--- src/rtl/systolic_seq_ctrl.sv ---
// Job sequencer for the 2x2 systolic array: column config, weight load, switch, skewed row streaming, result drain.
// Optional drain watchdog: define SYS_SEQ_TIMEOUT_EN.
module systolic_seq_ctrl #(
  parameter int DATA_W    = 16,
  parameter int ROWS_W    = 16,
  parameter int DRAIN_TMO = 32
) (
  input  logic              clk,
  input  logic              rst,
  input  logic              cmd_valid,
  output logic              cmd_ready,
  input  logic [1:0]        cmd_cols,
  input  logic [ROWS_W-1:0] cmd_rows,
  input  logic              w_valid,
  output logic              w_ready,
  input  logic [DATA_W-1:0] w_data_0,
  input  logic [DATA_W-1:0] w_data_1,
  input  logic              x_valid,
  output logic              x_ready,
  input  logic [DATA_W-1:0] x_data_0,
  input  logic [DATA_W-1:0] x_data_1,
  output logic [DATA_W-1:0] sys_weight_in_x1,
  output logic [DATA_W-1:0] sys_weight_in_x2,
  output logic              sys_accept_w_1,
  output logic              sys_accept_w_2,
  output logic              sys_switch_in,
  output logic [DATA_W-1:0] sys_data_in_1x,
  output logic [DATA_W-1:0] sys_data_in_2x,
  output logic              sys_start,
  output logic [15:0]       ub_rd_col_size_in,
  output logic              ub_rd_col_size_valid_in,
  input  logic              sys_valid_out_x1,
  output logic              busy,
  output logic              done,
  output logic              err
);

  // state    | meaning
  // IDLE     | waiting for a job, cmd_ready high
  // CFG      | column-count strobe to the array (skipped strobe when cols==0)
  // LOAD_W   | accepting two weight rows
  // SWITCH   | weights complete, switch pulse issued next cycle
  // STREAM   | issuing input rows, counting results
  // DRAIN    | all rows issued, waiting for remaining results
  // DONE     | one-cycle completion pulse
  typedef enum logic [2:0] {
    S_IDLE, S_CFG, S_LOAD_W, S_SWITCH, S_STREAM, S_DRAIN, S_DONE
  } state_t;

  state_t state_q, state_d;
  logic [1:0]        cols_q, cols_d;
  logic [ROWS_W-1:0] rows_q, rows_d;
  logic [ROWS_W-1:0] issued_q, issued_d;
  logic [ROWS_W-1:0] recv_q, recv_d;
  logic              wbeat_q, wbeat_d;
  logic              err_q, err_d;
  logic [DATA_W-1:0] wt1_q, wt1_d, wt2_q, wt2_d;
  logic              acc1_q, acc1_d, acc2_q, acc2_d;
  logic              sw_q, sw_d;
  logic [DATA_W-1:0] d1_q, d1_d, skew_q, skew_d, d2_q, d2_d;
  logic              start_q, start_d;

  logic x_rdy, x_hs, w_hs, r_cnt, tmo_hit;

`ifdef SYS_SEQ_TIMEOUT_EN
  localparam logic [31:0] TMO = 32'(DRAIN_TMO);
  // idle_q = cycles since the last result (or since entering DRAIN)
  logic [31:0] idle_q, idle_d;
  assign tmo_hit = !sys_valid_out_x1 && (idle_q + 32'd1 == TMO);
`else
  logic [31:0] unused_tmo;
  assign unused_tmo = 32'(DRAIN_TMO);
  assign tmo_hit    = 1'b0;
`endif

  assign w_hs  = (state_q == S_LOAD_W) && w_valid;
  assign x_rdy = (state_q == S_STREAM) && (issued_q < rows_q);
  assign x_hs  = x_rdy && x_valid;
  assign r_cnt = ((state_q == S_STREAM) || (state_q == S_DRAIN)) &&
                 sys_valid_out_x1 && (recv_q < rows_q);

  always_comb begin
    state_d  = state_q;
    cols_d   = cols_q;
    rows_d   = rows_q;
    issued_d = issued_q;
    recv_d   = recv_q;
    wbeat_d  = wbeat_q;
    err_d    = err_q;
    wt1_d    = wt1_q;
    wt2_d    = wt2_q;
    acc1_d   = 1'b0;
    acc2_d   = 1'b0;
    sw_d     = 1'b0;
    d1_d     = '0;
    skew_d   = '0;
    d2_d     = skew_q;
    start_d  = 1'b0;
`ifdef SYS_SEQ_TIMEOUT_EN
    idle_d   = 32'd0;
`endif
    if (r_cnt) recv_d = recv_q + 1'b1;

    case (state_q)
      S_IDLE: begin
        if (cmd_valid) begin
          cols_d   = (cmd_cols == 2'd3) ? 2'd2 : cmd_cols;
          rows_d   = cmd_rows;
          issued_d = '0;
          recv_d   = '0;
          wbeat_d  = 1'b0;
          err_d    = 1'b0;
          state_d  = S_CFG;
        end
      end
      S_CFG: begin
        if (cols_q == 2'd0) begin
          err_d   = 1'b1;
          state_d = S_DONE;
        end else begin
          state_d = S_LOAD_W;
        end
      end
      S_LOAD_W: begin
        if (w_hs) begin
          wt1_d   = w_data_0;
          wt2_d   = w_data_1;
          acc1_d  = 1'b1;
          acc2_d  = (cols_q == 2'd2);
          wbeat_d = 1'b1;
          if (wbeat_q) state_d = S_SWITCH;
        end
      end
      S_SWITCH: begin
        sw_d    = 1'b1;
        state_d = (rows_q == '0) ? S_DONE : S_STREAM;
      end
      S_STREAM: begin
`ifdef SYS_SEQ_TIMEOUT_EN
        idle_d = sys_valid_out_x1 ? 32'd1 : 32'd0;
`endif
        if (x_hs) begin
          d1_d     = x_data_0;
          skew_d   = x_data_1;
          start_d  = 1'b1;
          issued_d = issued_q + 1'b1;
          if (issued_q == rows_q - 1'b1) state_d = S_DRAIN;
        end
      end
      S_DRAIN: begin
`ifdef SYS_SEQ_TIMEOUT_EN
        idle_d = sys_valid_out_x1 ? 32'd1 : idle_q + 32'd1;
`endif
        if (recv_q == rows_q) begin
          state_d = S_DONE;
        end else if (tmo_hit) begin
          err_d   = 1'b1;
          state_d = S_DONE;
        end
      end
      S_DONE:  state_d = S_IDLE;
      default: state_d = S_IDLE;
    endcase
  end

  always_ff @(posedge clk or posedge rst) begin
    if (rst) begin
      state_q  <= S_IDLE;
      cols_q   <= '0;
      rows_q   <= '0;
      issued_q <= '0;
      recv_q   <= '0;
      wbeat_q  <= 1'b0;
      err_q    <= 1'b0;
      wt1_q    <= '0;
      wt2_q    <= '0;
      acc1_q   <= 1'b0;
      acc2_q   <= 1'b0;
      sw_q     <= 1'b0;
      d1_q     <= '0;
      skew_q   <= '0;
      d2_q     <= '0;
      start_q  <= 1'b0;
`ifdef SYS_SEQ_TIMEOUT_EN
      idle_q   <= 32'd0;
`endif
    end else begin
      state_q  <= state_d;
      cols_q   <= cols_d;
      rows_q   <= rows_d;
      issued_q <= issued_d;
      recv_q   <= recv_d;
      wbeat_q  <= wbeat_d;
      err_q    <= err_d;
      wt1_q    <= wt1_d;
      wt2_q    <= wt2_d;
      acc1_q   <= acc1_d;
      acc2_q   <= acc2_d;
      sw_q     <= sw_d;
      d1_q     <= d1_d;
      skew_q   <= skew_d;
      d2_q     <= d2_d;
      start_q  <= start_d;
`ifdef SYS_SEQ_TIMEOUT_EN
      idle_q   <= idle_d;
`endif
    end
  end

  assign cmd_ready = (state_q == S_IDLE);
  assign busy      = (state_q != S_IDLE);
  assign w_ready   = (state_q == S_LOAD_W);
  assign x_ready   = x_rdy;
  assign done      = (state_q == S_DONE);
  assign err       = done && err_q;

  // a zero-column job never touches the array, so no strobe either
  assign ub_rd_col_size_valid_in = (state_q == S_CFG) && (cols_q != 2'd0);
  assign ub_rd_col_size_in       = (state_q == S_CFG) ? {14'd0, cols_q} : 16'd0;

  assign sys_weight_in_x1 = wt1_q;
  assign sys_weight_in_x2 = wt2_q;
  assign sys_accept_w_1   = acc1_q;
  assign sys_accept_w_2   = acc2_q;
  assign sys_switch_in    = sw_q;
  assign sys_data_in_1x   = d1_q;
  assign sys_data_in_2x   = d2_q;
  assign sys_start        = start_q;

endmodule
--- config.mk ---
export PLATFORM = sky130hd
export DESIGN_NAME = systolic_seq_ctrl
export DESIGN_NICKNAME = d
export VERILOG_FILES = /design/src/rtl/systolic_seq_ctrl.sv
export SDC_FILE = /design/constraint.sdc
export NUM_CORES = 1
export LEC_CHECK = 0
export ABC_CLOCK_PERIOD_IN_PS = 4400
export CAP_MARGIN = 40
export CORE_MARGIN = 5
export CORE_UTILIZATION = 45
export CTS_CLUSTER_DIAMETER = 60
export DETAILED_ROUTE_END_ITERATION = 8
export DONT_BUFFER_PORTS = 1
export PLACE_DENSITY = 0.68
export SETUP_SLACK_MARGIN = 0.02
export SYNTH_ARGS = -nofsm -noshare
export SYNTH_HDL_FRONTEND = slang
export SYNTH_SLANG_ARGS = --single-unit
--- constraint.sdc ---
create_clock -name clk -period 4.4 [get_ports clk]
set_input_delay 0.22 -clock clk [delete_from_list [all_inputs] [get_ports clk]]
set_output_delay 0.22 -clock clk [all_outputs]
set_load 0.01 [all_outputs]
==> flow_summary.ini, run 1 <==
[outcome]
outcome = complete, no violations

[logic_synthesis]
synth_area_leaders = dfrtp_1, ha_1, mux2_2, and2_1, o21ai_0
synth-seq-cells = 139
avgSynthCellArea_um2 = 10.73
synthDistinctLibCells = 59
synth_cells = 639
synthesis.area_um2 = 6858
async_flop_share = 1.000
synth_edf_count = 0
synth_top_area_cell = dfrtp_1
yosysSeqAreaShare = 0.5072
ys.flop_type = dfrtp_1
yosys.area.top_type_share = 0.5072
ys.warnings.count = 0

[sta]
finalHoldViolations = 0
worstMarginPinSlew_ns = 0.8492
max_freq_mhz = 358.3
finalCritPeriodShare = 0.6343
postLayoutSetupSlackWorst_ns = 1.609
finalSetupTns_ns = 0
fin_worst_skew_ns = 0.009409
setup_viol = 0
rsz0062_at_grt = false
slew_violations = 0
fin_crit_ns = 2.791
relSlewSlack = 0.4325

[power]
sw_frac_of_total = 0.3787
p_int_mw = 3.000
comb_power_share = 0.286
vdd_drop_max_v = 0.0003106
p_per_area_nw_per_um2 = 573.9
power_frac_clock = 0.292
p_seq_frac = 0.422
power_switching_mw = 1.828
p_leak_nw = 3.803

[placement]
dp_hpwl_um = 12440
port-buffer-count = 0
pre_cts_slack_ns = 1.726
place_congestion = 0.8900

[detailed_routing]
drcViolationCount = 0
drt-vias-per-instance = 5.679
drt_iter0_drc = 481
antenna_left = 0
post_drt_wl_per_cell_um = 19.49
firstDrtPassIters = 5
drt-total-wl_um = 17970
vias = 5236

[worst_hold_path]
min-delay-start = cmd_valid
holdPathEnd = err_q
hp-class = in -> reg
min_path_cells = 3

[layout]
drive_above_1_share = 0.1148
utilization = 0.5575
ff_latch_area_um2 = 3478
final_nets = 843
fill_cells = 1248
areaGrowthSynthToFinish_pct = 22.66
multiInputGateArea_um2 = 3114

[clock_network]
clockBufferDepth = 2
htree_levels = 4
cts_buffers = 17
clk_latency_ns = 0.42
root_buffer = clkbuf_16
post_cts_buffers = 0
path_clk_slew_ns = 0.06
cts.sinks = 139
cts_tree = done

[setup_path]
path_class = reg -> out
regToRegStartpoint = rows_q[3]
r2r_slack_ns = 1.66
cp_data_arrival_time_ns = 2.57
cp_top_family = simple AND/OR/NAND/NOR gates
crit_required_ns = 4.18
reg2regPathDepth = 9
cp_slowest_cell = dfrtp_1
crit_chain = inv_1 -> ha_1 -> a21oi_1 -> o22ai_1 -> nor4b_4 -> nor2_1 -> nor3_1
critPathLaunchType = register
reg2reg_to = issued_q[2]
slowest_delay_ns = 0.47
crit_fanout = 7
crit_cells = 7
endpoint_kind = primary output
path_buf_inv = 1

[global_route]
grt_use_total = 0.2009
grt_pass1_vias = 5351
grt_pass1_wl_um = 28420
gr-total-overflow = 0
antenna_found_initial = 2
grt_max_degree = 56

[floorplan]
rows = 45
die_x_um = 133.5
top_level_ports = 179
core_um2 = 15090
start_util = 0.4545
die_y_um = 133.5
die_area_um2 = 17810

[run]
cap_violations = 0
[cells in the final DEF, fill, tap and decap left out, drive strengths merged, types with 14 or more instances in the layout]
master	instances
inv	38
nor2	23
or4	14
o21ai	40
ha	35
nand4	17
nand3	21
xor2	15
nand2	46
clkbuf	17
and2	35
conb	14
dlygate4sd3	83
mux2	32
a21oi	32
dfrtp	139
[registers in the layout, summed over array words and instances (netlist names), 2 cells and up]
register and cells:
issued_q 16, state_q 3, sys_data_in_1x 16, sys_weight_in_x1 16
sys_weight_in_x2 16, cols_q 2, rows_q 16, sys_data_in_2x 16
recv_q 16, d2_d 16
[what timing repair did]
item | CTS | global route
gates resized for setup | 0 | 0
hold endpoints to repair | 129 | 0
hold buffers | 83 | 0
endpoints found under the setup margin | 0 | 0
[cell families after synthesis]
| group | after synthesis | synth area share |
|---|---|---|
| AO/OA/AOI/OAI | 116 | 0.1067 |
| buffers and inverters | 68 | 0.04689 |
| multiplexers | 39 | 0.06276 |
| flip-flops | 139 | 0.5072 |
| other | 1 | 0.0005468 |
| adder cells (fa/ha/maj) | 35 | 0.06386 |
| XOR/XNOR | 26 | 0.03321 |
| AND/OR/NAND/NOR | 215 | 0.1788 |
[synth_stat cells, types with 7 or more instances]
library cell	n
or4_1	14
xor2_1	15
a21oi_1	32
nand2_1	46
mux2i_1	7
mux2_2	32
dfrtp_1	139
and2_1	35
buf_4	14
o21ai_0	35
xnor2_1	11
inv_1	27
nor3_1	12
ha_1	35
nand3_1	21
o31ai_1	12
and3_1	9
nor2_1	23
clkbuf_1	18
nand4_1	17
[worst max path at each step]
stage	startpoint	end	slack, ns
detailed placement	rows_q[3]	issued_q[2]	1.73
finish	rows_q[3]	x_ready	1.61
CTS	rows_q[3]	x_ready	1.63
global route	rows_q[3]	issued_q[2]	1.45
global placement	rows_q[3]	issued_q[2]	1.80
floorplan	rst	cols_q[0]	0.46
[stage by stage]
step | instances | power, mW | instance area, um2 | hold slack [ns]
after global routing | 922 | 5.099 | 8412 | 0.05456
after detailed placement | 806 | 3.337 | 6999 | 0.1283
after floorplan | 652 | 2.963 | 6907 | 0.3254
after global placement | 804 | 3.248 | 6968 | 0.3151
after CTS | 920 | 4.818 | 8407 | 0.01110
final | 922 | 4.828 | 8412 | 0.02040
[worst register-to-register path: stages (launching register included)]
cell,delay [ns]
dfrtp_1,0.47
inv_1,0.12
ha_1,0.34
a21oi_1,0.16
o22ai_1,0.12
nor4b_4,0.42
o21ai_2,0.19
inv_2,0.42
a21boi_0,0.18
o21a_1,0.20
[power by group through the flow]
| stage | Clock (mW) | Combinational, mW | Sequential, mW |
|---|---|---|---|
| after floorplan | 0 | 1.06 | 1.91 |
| after global placement | 0 | 1.22 | 2.03 |
| after detailed placement | 0 | 1.29 | 2.04 |
| after CTS | 1.43 | 1.36 | 2.02 |
| after global routing | 1.49 | 1.53 | 2.07 |
| final | 1.41 | 1.38 | 2.04 |
[layer usage]
layer / global-route usage / wire length, um / up-vias / part of all wire
li1: - / - / 2425 / -
met1: 0.2451 / 7005 / 2567 / 0.39
met2: 0.3524 / 9440 / 217 / 0.53
met3: 0.04758 / 1181 / 27 / 0.066
met4: 0.06400 / 346 / 0 / 0.019
met5: 0 / 0 / - / 0
[cell type report]
cell class              instances  share of cell area
flip-flops and latches        139              0.4135
clock buffers                  17             0.05057
well taps                     188             0.02796
repair buffers                 89              0.1061
clock inverters                14             0.01800
diodes                          2           0.0005950
inverters                      28             0.01309
multi-input cells             445              0.3702
Power figures use the tool's default switching activity.
==> run 2: changes to the inputs <==
--- a/config.mk
+++ b/config.mk
@@ -5,14 +5,14 @@
 export SDC_FILE = /design/constraint.sdc
 export NUM_CORES = 1
 export LEC_CHECK = 0
-export ABC_CLOCK_PERIOD_IN_PS = 4400
+export ABC_CLOCK_PERIOD_IN_PS = 2500
 export CAP_MARGIN = 40
 export CORE_MARGIN = 5
 export CORE_UTILIZATION = 45
 export CTS_CLUSTER_DIAMETER = 60
 export DETAILED_ROUTE_END_ITERATION = 8
 export DONT_BUFFER_PORTS = 1
-export PLACE_DENSITY = 0.68
+export PLACE_DENSITY = 0.7
 export SETUP_SLACK_MARGIN = 0.02
 export SYNTH_ARGS = -nofsm -noshare
 export SYNTH_HDL_FRONTEND = slang
==> constraint.sdc (replaced) <==
create_clock -name clk -period 2.5 [get_ports clk]
set_input_delay 0.125 -clock clk [delete_from_list [all_inputs] [get_ports clk]]
set_output_delay 0.125 -clock clk [all_outputs]
set_load 0.01 [all_outputs]
==> run 2 against run 1 <==
Compared with the run above: final area increased by 8.5%; clock power grew 74%; wire length up 7.6%; die area did not move; highest routed layer unchanged.
==> flow_summary.ini, run 2 (same netlist as run 1, synthesis figures left out) <==
[power]
p_leak_nw = 4.115
vdd_drop_max_v = 0.0005746
p_total_mw = 9.106
p_per_area_nw_per_um2 = 997.7

[clock_network]
cts.sinks = 139
cts_buffers = 17
clk_latency_ns = 0.42
htree_levels = 4
path_clk_slew_ns = 0.06
cts_tree = done
root_buffer = clkbuf_16
clockBufferDepth = 2

[placement]
place_congestion = 0.8656
port-buffer-count = 0
placed_area_um2 = 7370
dp_hpwl_um = 12650

[layout]
multiInputGateArea_um2 = 3341
areaGrowthSynthToFinish_pct = 33.10
finalInstanceArea_um2 = 9128
utilization = 0.6049
fill_cells = 1117
final_common_cell = dfrtp_1
diodes = 0
layout_common_cells = dfrtp_1, dlygate4sd3_1, buf_4
ff_latch_area_um2 = 3478
drive_above_1_share = 0.2301
final_nets = 901

[setup_path]
path_class = reg -> reg
cp_data_arrival_time_ns = 2.79
path_buf_inv = 3
crit_fanout = 12
cp_common_cell = o21a_1
crit_chain = inv_2 -> buf_4 -> ha_4 -> nor2b_1 -> o21a_1 -> o21a_1 -> o21a_2 -> buf_12 -> or4_4 -> a21oi_2
endpoint_kind = register
cp_top_family = compound AO/OA/AOI/OAI gates
slowest_delay_ns = 0.52
cp_slowest_cell = or4_4
critPathLaunchType = register
crit_required_ns = 2.83

[sta]
setup_viol = 0
worst_hold_slack_ns = 0.09585
rsz0062_at_grt = true
finalSetupTns_ns = 0
finalCritPeriodShare = 0.9843
fin_worst_skew_ns = 0.01512
slew_violations = 0
relSlewSlack = 0.4474
worstMarginPinSlew_ns = 0.8271
max_freq_mhz = 406.4
fin_crit_ns = 2.461
finalHoldViolations = 0

[floorplan]
top_level_ports = 179
rows = 45
die_y_um = 133.5
die_x_um = 133.5
start_util = 0.4545
core_um2 = 15090
die_area_um2 = 17810

[detailed_routing]
drt-vias-per-instance = 5.717
antenna_left = 0
drt-total-wl_um = 19340
drcViolationCount = 0
post_drt_wl_per_cell_um = 19.75
vias = 5597
firstDrtPassIters = 7
drt_iter0_drc = 417

[global_route]
grt_pass1_vias = 5593
gr-total-overflow = 0
grt_max_degree = 65
antenna_found_initial = 0
grt_pass1_wl_um = 29290
grt_use_total = 0.2063

[outcome]
outcome = complete, no violations

[worst_hold_path]
hp-class = in -> reg

[run]
cap_violations = 0
-- run 2: cell type report --
class,instances,area share
tap,188,0.02577
clock inverter,13,0.01480
inverter,28,0.01193
sequential,139,0.3811
multi-input combinational,445,0.3660
clock buffer,19,0.04853
timing repair buffer,147,0.1519
-- run 2: worst min-delay path, cell delays in order --
cell and delay [ns]:
nand3_1 0.06, o21ai_0 0.11, a21oi_1 0.09, o21ai_1 0.07
-- run 2: power by group --
part / internal, mW / switching, mW
registers: 2.83 / 0.607
logic: 1.45 / 1.75
clock network: 1.42 / 1.04
-- run 2: stage by stage --
| step | setup slack, ns | std cells |
|---|---|---|
| 2_1_floorplan | 0.1835 | 652 |
| 3_3_place_gp | 0.009224 | 851 |
| 3_5_place_dp | -0.01455 | 851 |
| 4_1_cts | 0.01229 | 969 |
| 5_1_grt | -0.04571 | 979 |
| 6_report | 0.03914 | 979 |
-- run 2: path summary, 6_finish.rpt --
check | from | endpoint | slack (ns) | cells past startpoint
setup reg to reg | rows_q[1] | recv_q[14] | 0.04 | 10
min in group asynchronous | rst | sys_weight_in_x1[9] | 0.34 | 2
hold / removal | w_valid | state_q[0] | 0.1 | 4
setup / recovery | rows_q[1] | recv_q[14] | 0.04 | 10
hold reg to reg | d2_d[5] | sys_data_in_2x[5] | 0.35 | 0
max in group asynchronous | rst | sys_data_in_1x[8] | 1.22 | 3
-- run 2: timing repair --
action / in CTS / in global routing
setup buffers: 1 / 8
cloned: 0 / 3
pin swaps: 1 / 15
setup endpoints to repair: 3 / 20
hold buffers: 85 / 0
endpoints found under the hold margin: 120 / 0
resized for setup: 3 / 45
-- run 2: layer usage --
layer | up-vias | global-route usage | wire length [um]
met5 | - | 0 | 0
met4 | 0 | 0.06800 | 468
met3 | 42 | 0.04721 | 1267
met2 | 258 | 0.3710 | 10410
met1 | 2759 | 0.2439 | 7190
li1 | 2538 | - | -
